### config.mk
export PLATFORM = sky130hd
export DESIGN_NAME = rmii_receiver
export DESIGN_NICKNAME = d
export VERILOG_FILES = /design/src/rtl/eth_pkg.sv /design/src/rtl/eth_crc32_d8.sv /design/src/rtl/rmii_receiver.sv
export SDC_FILE = /design/constraint.sdc
export NUM_CORES = 1
export LEC_CHECK = 0
export ABC_AREA = 1
export CORE_MARGIN = 10
export CORE_UTILIZATION = 35
export CTS_BUF_LIST = sky130_fd_sc_hd__clkbuf_4 sky130_fd_sc_hd__clkbuf_8 sky130_fd_sc_hd__clkbuf_16
export CTS_CLUSTER_DIAMETER = 120
export DETAILED_ROUTE_END_ITERATION = 12
export PLACE_DENSITY = 0.54
export RECOVER_POWER = 50
export SYNTH_ARGS = -nofsm -noshare
export SYNTH_HDL_FRONTEND = slang
export SYNTH_SLANG_ARGS = --single-unit
### constraint.sdc
create_clock -name sys_clk -period 1.6 [get_ports sys_clk]
set_input_delay 0.32 -clock sys_clk [delete_from_list [all_inputs] [get_ports sys_clk]]
set_output_delay 0.32 -clock sys_clk [all_outputs]
set_load 0.005 [all_outputs]
### src/rtl/eth_pkg.sv
// Shared Ethernet receive/transmit definitions: FSM encoding, framing dibits, CRC-32 constants.
// No logic, no latency, no flow control.
package eth_pkg;

    typedef enum logic [1:0] {
        ST_IDLE     = 2'd0,
        ST_PREAMBLE = 2'd1,
        ST_DATA     = 2'd2,
        ST_DROP     = 2'd3
    } rx_state_e;

    localparam logic [1:0]  PREAMBLE_DIBIT = 2'b01;
    localparam logic [1:0]  SFD_DIBIT      = 2'b11;
    localparam logic [31:0] CRC_POLY_REFL  = 32'hEDB88320;
    localparam logic [31:0] CRC_INIT       = 32'hFFFFFFFF;
    localparam logic [31:0] CRC_RESIDUE    = 32'hDEBB20E3;

endpackage

### src/rtl/eth_crc32_d8.sv
// Reflected CRC-32 next-state for one byte, shared by the RMII sender and receiver.
// Purely combinational; no flow control.
module eth_crc32_d8
    import eth_pkg::*;
(
    input  logic [31:0] crc_i,
    input  logic [7:0]  data_i,
    output logic [31:0] crc_o
);

    logic [31:0] crc_w;

    always_comb begin
        crc_w = crc_i;
        for (int i = 0; i < 8; i++) begin
            crc_w = (crc_w >> 1) ^ (((crc_w[0] ^ data_i[i]) == 1'b1) ? CRC_POLY_REFL : 32'h0);
        end
        crc_o = crc_w;
    end

endmodule

### src/rtl/rmii_receiver.sv
// RMII receive path: strips preamble/SFD, assembles bytes, gives a per-frame good/bad verdict.
// Byte strobe 1 cycle after its last dibit, eof 1 cycle after crs_dv falls; no backpressure.
// FCS residue checking is present only when RMII_RX_CRC_CHECK_EN is defined.
module rmii_receiver
    import eth_pkg::*;
#(
    parameter int MAX_FRAME_BYTES = 1518,
    parameter int MIN_FRAME_BYTES = 64,
    parameter int PRE_MIN_DIBITS  = 8
) (
    input  logic        sys_clk,
    input  logic        rst,
    input  logic        crs_dv,
    input  logic [1:0]  rx_d,
    input  logic        rx_er,
    output logic [7:0]  rx_data,
    output logic        rx_valid,
    output logic        rx_sof,
    output logic        rx_eof,
    output logic        rx_good,
    output logic        rx_bad,
    output logic [10:0] byte_cnt
);

    localparam logic [10:0] MAX_CNT = 11'(MAX_FRAME_BYTES);
    localparam logic [10:0] MIN_CNT = 11'(MIN_FRAME_BYTES);
    localparam logic [7:0]  PRE_MIN = 8'(PRE_MIN_DIBITS);

    rx_state_e   state_q, state_d;
    logic [7:0]  pre_cnt_q, pre_cnt_d;
    logic [1:0]  dibit_cnt_q, dibit_cnt_d;
    logic [5:0]  shift_q, shift_d;
    logic        err_q, err_d;
    logic        seen_idle_q, seen_idle_d;
    logic [10:0] byte_cnt_q, byte_cnt_d;
    logic [7:0]  rx_data_q, rx_data_d;
    logic        rx_valid_q, rx_valid_d;
    logic        rx_sof_q, rx_sof_d;
    logic        rx_eof_q, rx_eof_d;
    logic        rx_good_q, rx_good_d;
    logic        rx_bad_q, rx_bad_d;
    logic [7:0]  asm_byte;
    logic        byte_done;
    logic        sfd_ok;
    logic        crc_ok;

    assign asm_byte  = {rx_d, shift_q};
    assign byte_done = (state_q == ST_DATA) && crs_dv && (dibit_cnt_q == 2'd3);
    assign sfd_ok    = crs_dv && (rx_d == SFD_DIBIT) && (pre_cnt_q >= PRE_MIN);

`ifdef RMII_RX_CRC_CHECK_EN
    logic [31:0] crc_q, crc_d, crc_nxt;

    eth_crc32_d8 u_crc (
        .crc_i  (crc_q),
        .data_i (asm_byte),
        .crc_o  (crc_nxt)
    );

    assign crc_ok = (crc_q == CRC_RESIDUE);

    always_ff @(posedge sys_clk or posedge rst) begin
        if (rst) crc_q <= CRC_INIT;
        else     crc_q <= crc_d;
    end
`else
    assign crc_ok = 1'b1;
`endif

    always_ff @(posedge sys_clk or posedge rst) begin
        if (rst) state_q <= ST_IDLE;
        else     state_q <= state_d;
    end

    // Only a carrier-off period arms preamble detection, so a reset mid-frame never resyncs.
    always_comb begin
        state_d = state_q;
        case (state_q)
            ST_IDLE: begin
                if (crs_dv) state_d = (seen_idle_q && rx_d == PREAMBLE_DIBIT) ? ST_PREAMBLE : ST_DROP;
            end
            ST_PREAMBLE: begin
                if (!crs_dv)                     state_d = ST_IDLE;
                else if (sfd_ok)                 state_d = ST_DATA;
                else if (rx_d != PREAMBLE_DIBIT) state_d = ST_DROP;
            end
            ST_DATA: begin
                if (!crs_dv)                               state_d = ST_IDLE;
                else if (byte_done && byte_cnt_q == MAX_CNT) state_d = ST_DROP;
            end
            default: begin
                if (!crs_dv) state_d = ST_IDLE;
            end
        endcase
    end

    always_comb begin
        pre_cnt_d   = pre_cnt_q;
        dibit_cnt_d = dibit_cnt_q;
        shift_d     = shift_q;
        err_d       = err_q;
        seen_idle_d = seen_idle_q | ~crs_dv;
        byte_cnt_d  = byte_cnt_q;
        rx_data_d   = rx_data_q;
        rx_valid_d  = 1'b0;
        rx_sof_d    = 1'b0;
        rx_eof_d    = 1'b0;
        rx_good_d   = 1'b0;
        rx_bad_d    = 1'b0;
`ifdef RMII_RX_CRC_CHECK_EN
        crc_d       = crc_q;
`endif
        case (state_q)
            ST_IDLE: begin
                if (crs_dv && rx_d == PREAMBLE_DIBIT) pre_cnt_d = 8'd1;
            end
            ST_PREAMBLE: begin
                if (crs_dv && rx_d == PREAMBLE_DIBIT && pre_cnt_q != 8'hFF) pre_cnt_d = pre_cnt_q + 8'd1;
                if (sfd_ok) begin
                    dibit_cnt_d = 2'd0;
                    byte_cnt_d  = 11'd0;
                    err_d       = 1'b0;
`ifdef RMII_RX_CRC_CHECK_EN
                    crc_d       = CRC_INIT;
`endif
                end
            end
            ST_DATA: begin
                if (crs_dv) begin
                    shift_d     = asm_byte[7:2];
                    dibit_cnt_d = dibit_cnt_q + 2'd1;
                    if (rx_er) err_d = 1'b1;
                    if (byte_done) begin
                        if (byte_cnt_q == MAX_CNT) begin
                            rx_eof_d = 1'b1;
                            rx_bad_d = 1'b1;
                        end else begin
                            rx_valid_d = 1'b1;
                            rx_data_d  = asm_byte;
                            rx_sof_d   = (byte_cnt_q == 11'd0);
                            byte_cnt_d = byte_cnt_q + 11'd1;
`ifdef RMII_RX_CRC_CHECK_EN
                            crc_d      = crc_nxt;
`endif
                        end
                    end
                end else begin
                    rx_eof_d  = 1'b1;
                    rx_bad_d  = err_q || (dibit_cnt_q != 2'd0) || (byte_cnt_q < MIN_CNT) || !crc_ok;
                    rx_good_d = !rx_bad_d;
                end
            end
            default: ;
        endcase
    end

    always_ff @(posedge sys_clk or posedge rst) begin
        if (rst) begin
            pre_cnt_q   <= 8'd0;
            dibit_cnt_q <= 2'd0;
            shift_q     <= 6'd0;
            err_q       <= 1'b0;
            seen_idle_q <= 1'b0;
            byte_cnt_q  <= 11'd0;
            rx_data_q   <= 8'd0;
            rx_valid_q  <= 1'b0;
            rx_sof_q    <= 1'b0;
            rx_eof_q    <= 1'b0;
            rx_good_q   <= 1'b0;
            rx_bad_q    <= 1'b0;
        end else begin
            pre_cnt_q   <= pre_cnt_d;
            dibit_cnt_q <= dibit_cnt_d;
            shift_q     <= shift_d;
            err_q       <= err_d;
            seen_idle_q <= seen_idle_d;
            byte_cnt_q  <= byte_cnt_d;
            rx_data_q   <= rx_data_d;
            rx_valid_q  <= rx_valid_d;
            rx_sof_q    <= rx_sof_d;
            rx_eof_q    <= rx_eof_d;
            rx_good_q   <= rx_good_d;
            rx_bad_q    <= rx_bad_d;
        end
    end

    assign rx_data  = rx_data_q;
    assign rx_valid = rx_valid_q;
    assign rx_sof   = rx_sof_q;
    assign rx_eof   = rx_eof_q;
    assign rx_good  = rx_good_q;
    assign rx_bad   = rx_bad_q;
    assign byte_cnt = byte_cnt_q;

endmodule

Word-level counts from Yosys, hierarchy flattened
Index checks and enable logic that the tools add are counted.
Storage, ports and cells
  bits in registers: 44
  input bits: 6
  logic and storage cells: 103
  output and inout port bits: 24
Operators by class
  add/sub/neg operators: 3
  $lt $le $gt $ge: 2
  mux-type cells: 40
  reduce and logical (&&, ||, !) cells: 23
  equal/unequal tests: 19
  bitwise logic cells: 3
Operator list (number)
  11-bit 2-to-1 mux: 4
  11-bit case mux with 2 select lines: 1
  2-bit 2-to-1 mux: 10
  1-bit 2-to-1 mux: 19
  8-bit 2-to-1 mux: 2
  2-bit inequality test (second input constant): 8
  8-bit case mux with 2 select lines: 1
  4-bit AND reduction: 3
  11-bit by 1-bit adder with 11-bit output (second input constant): 1
  11-bit equality test (second input constant): 1
  11-bit logical NOT: 1
  11-bit by 7-bit less-than comparator with 1-bit output (second input constant): 1
  8-bit by 1-bit adder with 8-bit output (second input constant): 1
  8-bit by 4-bit >= comparator with 1-bit output (second input constant): 1
  1-bit logical AND: 8
  8-bit inequality test (second input constant): 1
  2-bit equality test (second input constant): 3
  2-bit case mux with 3 select lines: 1
  3-bit AND reduction: 2
  2-bit nonzero test: 3
  5-bit AND reduction: 1
  2-bit by 1-bit equality test with 1-bit output (second input constant): 2
  4-bit by 1-bit inequality test with 1-bit output (second input constant): 1
  4-bit inequality test (second input constant): 1
  other kinds (11): 13

Logic depth before layout (Yosys ltp)
  word-level depth: 7
  mapped depth: 11
  mapped depth without buffers: 11

Worst setup path after synthesis
Ideal clock, no wire load.
  path kind: flip-flop to flip-flop
  from: register byte_cnt_q[0] (netlist: byte_cnt[0])
  to: register byte_cnt_q[7] (netlist: byte_cnt[7])
  cell stages (with the launch flop): 12
  setup time: 65 ps
  arrival: 1510 ps
  path slack: 25 ps
  period minus slack after synthesis: 1575 ps
  buffers on the path: 1
  data required time: 1535 ps
  path through: dfrtp_1 -> inv_1 -> ha_1 -> nand2_1 -> nor2_1 -> nand2_1 -> o21ai_4 -> nand2_4 -> nand2_2 -> buf_6 -> nand2_1 -> nand2_1
On the way
  cells in the longest elaborated chain, start to end: 5
  elaborated cells on any way between the ends: 8
  classes of those cells: add/sub (1); eq/ne (2); mux (4); reduce/logical (1)
Ends and longest elaborated chain
  from (decl): RTL line rmii_receiver.sv:35  | logic [10:0] byte_cnt_q, byte_cnt_d;
  from (signal assigned): RTL line rmii_receiver.sv:177  | byte_cnt_q <= byte_cnt_d;
  11-bit by 1-bit adder with 11-bit output: RTL line rmii_receiver.sv:141  | byte_cnt_d = byte_cnt_q + 11'd1;
  11-bit 2-to-1 mux: RTL line rmii_receiver.sv:134  | if (byte_cnt_q == MAX_CNT) begin
  11-bit 2-to-1 mux: RTL line rmii_receiver.sv:133  | if (byte_done) begin
  11-bit 2-to-1 mux: RTL line rmii_receiver.sv:129  | if (crs_dv) begin
  11-bit case mux with 2 select lines: RTL line rmii_receiver.sv:113  | case (state_q)
Several ways; a longest one is shown, not always the timed one. The select of a mux whose other input is x is not followed.
A chain may end at the register's enable or synchronous reset.

Worst setup path after layout
  from: register byte_cnt_q[0] (netlist: byte_cnt[0])
  to: register byte_cnt_q[4] (netlist: byte_cnt[4])
Same word-level chain as after synthesis.

==> results.cfg <==
[run_status]
outcome = finished, violations left
violations = setup timing

[die]
core_um2 = 6760
die_area_um2 = 10600
die_w_um = 103
die_h_um = 103
row_count = 30
io_pins = 30
start_util = 0.357

[worst_hold_path]
hold_start = crs_dv
holdPathEnd = state_q[0]$_DFFE_PP0P_
hold-path-cell-count = 3
hp-class = in -> reg

[timing]
holdWs_ns = 0.390
rsz0062_at_grt = true
setup_viol = 2
finClkSkew_ns = 0.00417
worst_slack_ns = -0.0116
slew_headroom = 0.251
tightest_slew_ns = 1.12
fmax_mhz = 621
maxSlewViolCount = 0
final_hold_viol_count = 0
period_needed_ns = 1.61
period_share = 1.01

[finish]
final_nets = 411
syn_to_final_growth_pct = 36.8
nFillCells = 662
layout-drive-gt1-share = 0.203
antenna_cells = 0
fin_util = 0.489

[drt]
wire_per_inst_um = 12.6
drc = 0
num_vias = 2239
wirelength_um = 6010
vias_per_cell = 4.67
drt_pass1_iterations = 4
ant_nets = 0
dr.first_iter.drc_count = 100

[clocking]
cts-hold-fix-buffers = 0
ctsLongestPathBuffers = 2
htree_levels = 2
clkSinkCount = 44
cts_tree = done
root_buffer = clkbuf_8
clkTransAtPathRegs_ns = 0.09
cts_buffers = 5
worstSkewPairLatency_ns = 0.30

[synth]
synth_area_per_cell_um2 = 7.40
yosys_register_bits = 44
synth_area_leaders = dfrtp_1 (46%), nand2_1 (18%), inv_1 (6.2%), nand3_1 (5.2%), nor2_1 (5.0%)
synthDistinctLibCells = 28
ys_async_sr_fraction = 1.00
yosysTopAreaCell = dfrtp_1
synth.net_count = 339
yosys_warnings = 0
yosysMostFrequentCell = nand2_1
synthFlopType = dfrtp_1
synthCells = 326
yosysTopAreaCellShare = 0.456
synth_area_um2 = 2410
synthTopCellsByCount = nand2_1 (115), dfrtp_1 (44), inv_1 (40)
yosysSeqAreaShare = 0.456
synth-edff-count = 0

[global_route]
track_usage = 0.119
gr-max-usage-layer = met2
antenna_found_initial = 0
grtUsageMet2 = 0.195
grt_max_degree = 45
grt_use_met3 = 0.0409
first_global_vias = 2158
use_met1 = 0.142
grt_pass1_wl_um = 10000
gr-total-overflow = 0

[pwr]
p_leak_nw = 1.69
power_density_nw_per_um2 = 1150
ir_drop_uv = 638

[critical_path]
critPathMaxFanout = 4
timing.rr.start = byte_cnt[0]$_DFFE_PP0P_
rr_worst_depth = 11
rrSetupSlack_ns = -0.01
crit_path_start_kind = flop
worst_ep_arrival_time_ns = 1.81
r2r_end = byte_cnt[4]$_DFFE_PP0P_
cp-end-kind = flop
cp.required_ns = 1.80
crit_type = reg -> reg

[placement]
io_buffers = 29
globalplace.congestion = 0.794
hpwlAfterDp_um = 4350

[run]
cap_violations = 0
## per-stage QoR
stage,TNS (ns),instances,setup WS [ns],power [W],cell area [µm²]
after floorplan,0,326,0.0251,0.00228,2410
after global placement,-6.55,458,-0.288,0.00287,2990
after detailed placement,-7.08,458,-0.291,0.00289,2990
after CTS,-0.449,475,-0.0525,0.00379,3180
after global routing,-1.45,479,-0.105,0.00411,3300
final,-0.0186,479,-0.0116,0.00379,3300
## cell families (layout without fill, tap and decap cells)
family                   count (synthesis)  after routing  synth area share
buffers and inverters                   48            121            0.0804
AO/OA/AOI/OAI                           25             25            0.0591
XOR/XNOR                                 6              6            0.0218
adder cells (fa/ha/maj)                  7              7            0.0363
AND/OR/NAND/NOR                        196            196             0.346
flip-flops                              44             44             0.456
## power breakdown
group / total (W) / switching [W] / internal (W)
combinational: 0.00142 / 0.000804 / 0.000619
clock: 0.000866 / 0.000404 / 0.000462
sequential: 0.00150 / 0.000143 / 0.00136
## state kept, by name, summed over array words and instances, names as in the netlist
register and flops:
rx_bad 1, rx_data 8, rx_sof 1, byte_cnt 11
pre_cnt_q 8, dibit_cnt_q 2, rx_eof 1, rx_good 1
rx_valid 1, err_q 1, state_q 2, seen_idle_q 1
shift_q 6
## metal layers
| layer | up-vias | part of all wire |
|---|---|---|
| met3 | 9 | 0.061 |
| met2 | 39 | 0.47 |
| met5 | - | 0 |
| met4 | 0 | 0.020 |
| met1 | 1029 | 0.45 |
| li1 | 1162 | - |
## worst max-delay path, stage by stage (launching register included)
cell     delay (ns)
dfrtp_1        0.41
buf_6          0.13
inv_4          0.05
ha_4           0.13
nand2_4        0.05
nor2_4         0.10
nand2_2        0.08
o21ai_4        0.19
nand2_4        0.10
buf_6          0.14
nand3_1        0.06
nand2_1        0.05
## placed cells by master (no fill, tap or decap), types with 5 or more instances in the layout
cell	count
nor3_1	5
o21ai_0	21
dfrtp_2	5
inv_1	38
xor2_1	5
clkbuf_8	5
buf_4	37
dfrtp_1	39
nor2_1	28
nand4_1	8
clkdlybuf4s50_1	24
ha_1	5
nor2_2	6
nand2_1	111
nand3_1	22
## how the worst max path moves through the flow
stage	cells past startpoint	start	slack [ns]	to
after floorplan	11	byte_cnt[0]$_DFFE_PP0P_	0.03	byte_cnt[7]$_DFFE_PP0P_
after global placement	7	crs_dv	-0.29	byte_cnt[9]$_DFFE_PP0P_
after detailed placement	9	crs_dv	-0.29	byte_cnt[7]$_DFFE_PP0P_
after CTS	10	byte_cnt[0]$_DFFE_PP0P_	-0.05	rx_data[5]$_DFFE_PP0P_
after global routing	11	byte_cnt[0]$_DFFE_PP0P_	-0.10	byte_cnt[8]$_DFFE_PP0P_
final	11	byte_cnt[0]$_DFFE_PP0P_	-0.01	byte_cnt[4]$_DFFE_PP0P_
## final cells by class
class	instances	area (µm²)	area share
flip-flops and latches	44	1110	0.335
clock inverters	3	42.5	0.0129
inverters	43	164	0.0497
multi-input cells	234	1210	0.365
repair buffers	70	612	0.185
well taps	80	100	0.0303
clock buffers	5	68.8	0.0208
## timing repair
action                     4_1_cts  5_1_grt
hold endpoints to repair         0        0
gates resized for setup          8       27
gates cloned                     0        0
pin swaps                        0       13
setup buffers                    9        4
setup endpoints to repair       10       26
(Power assumes the default switching activity.)
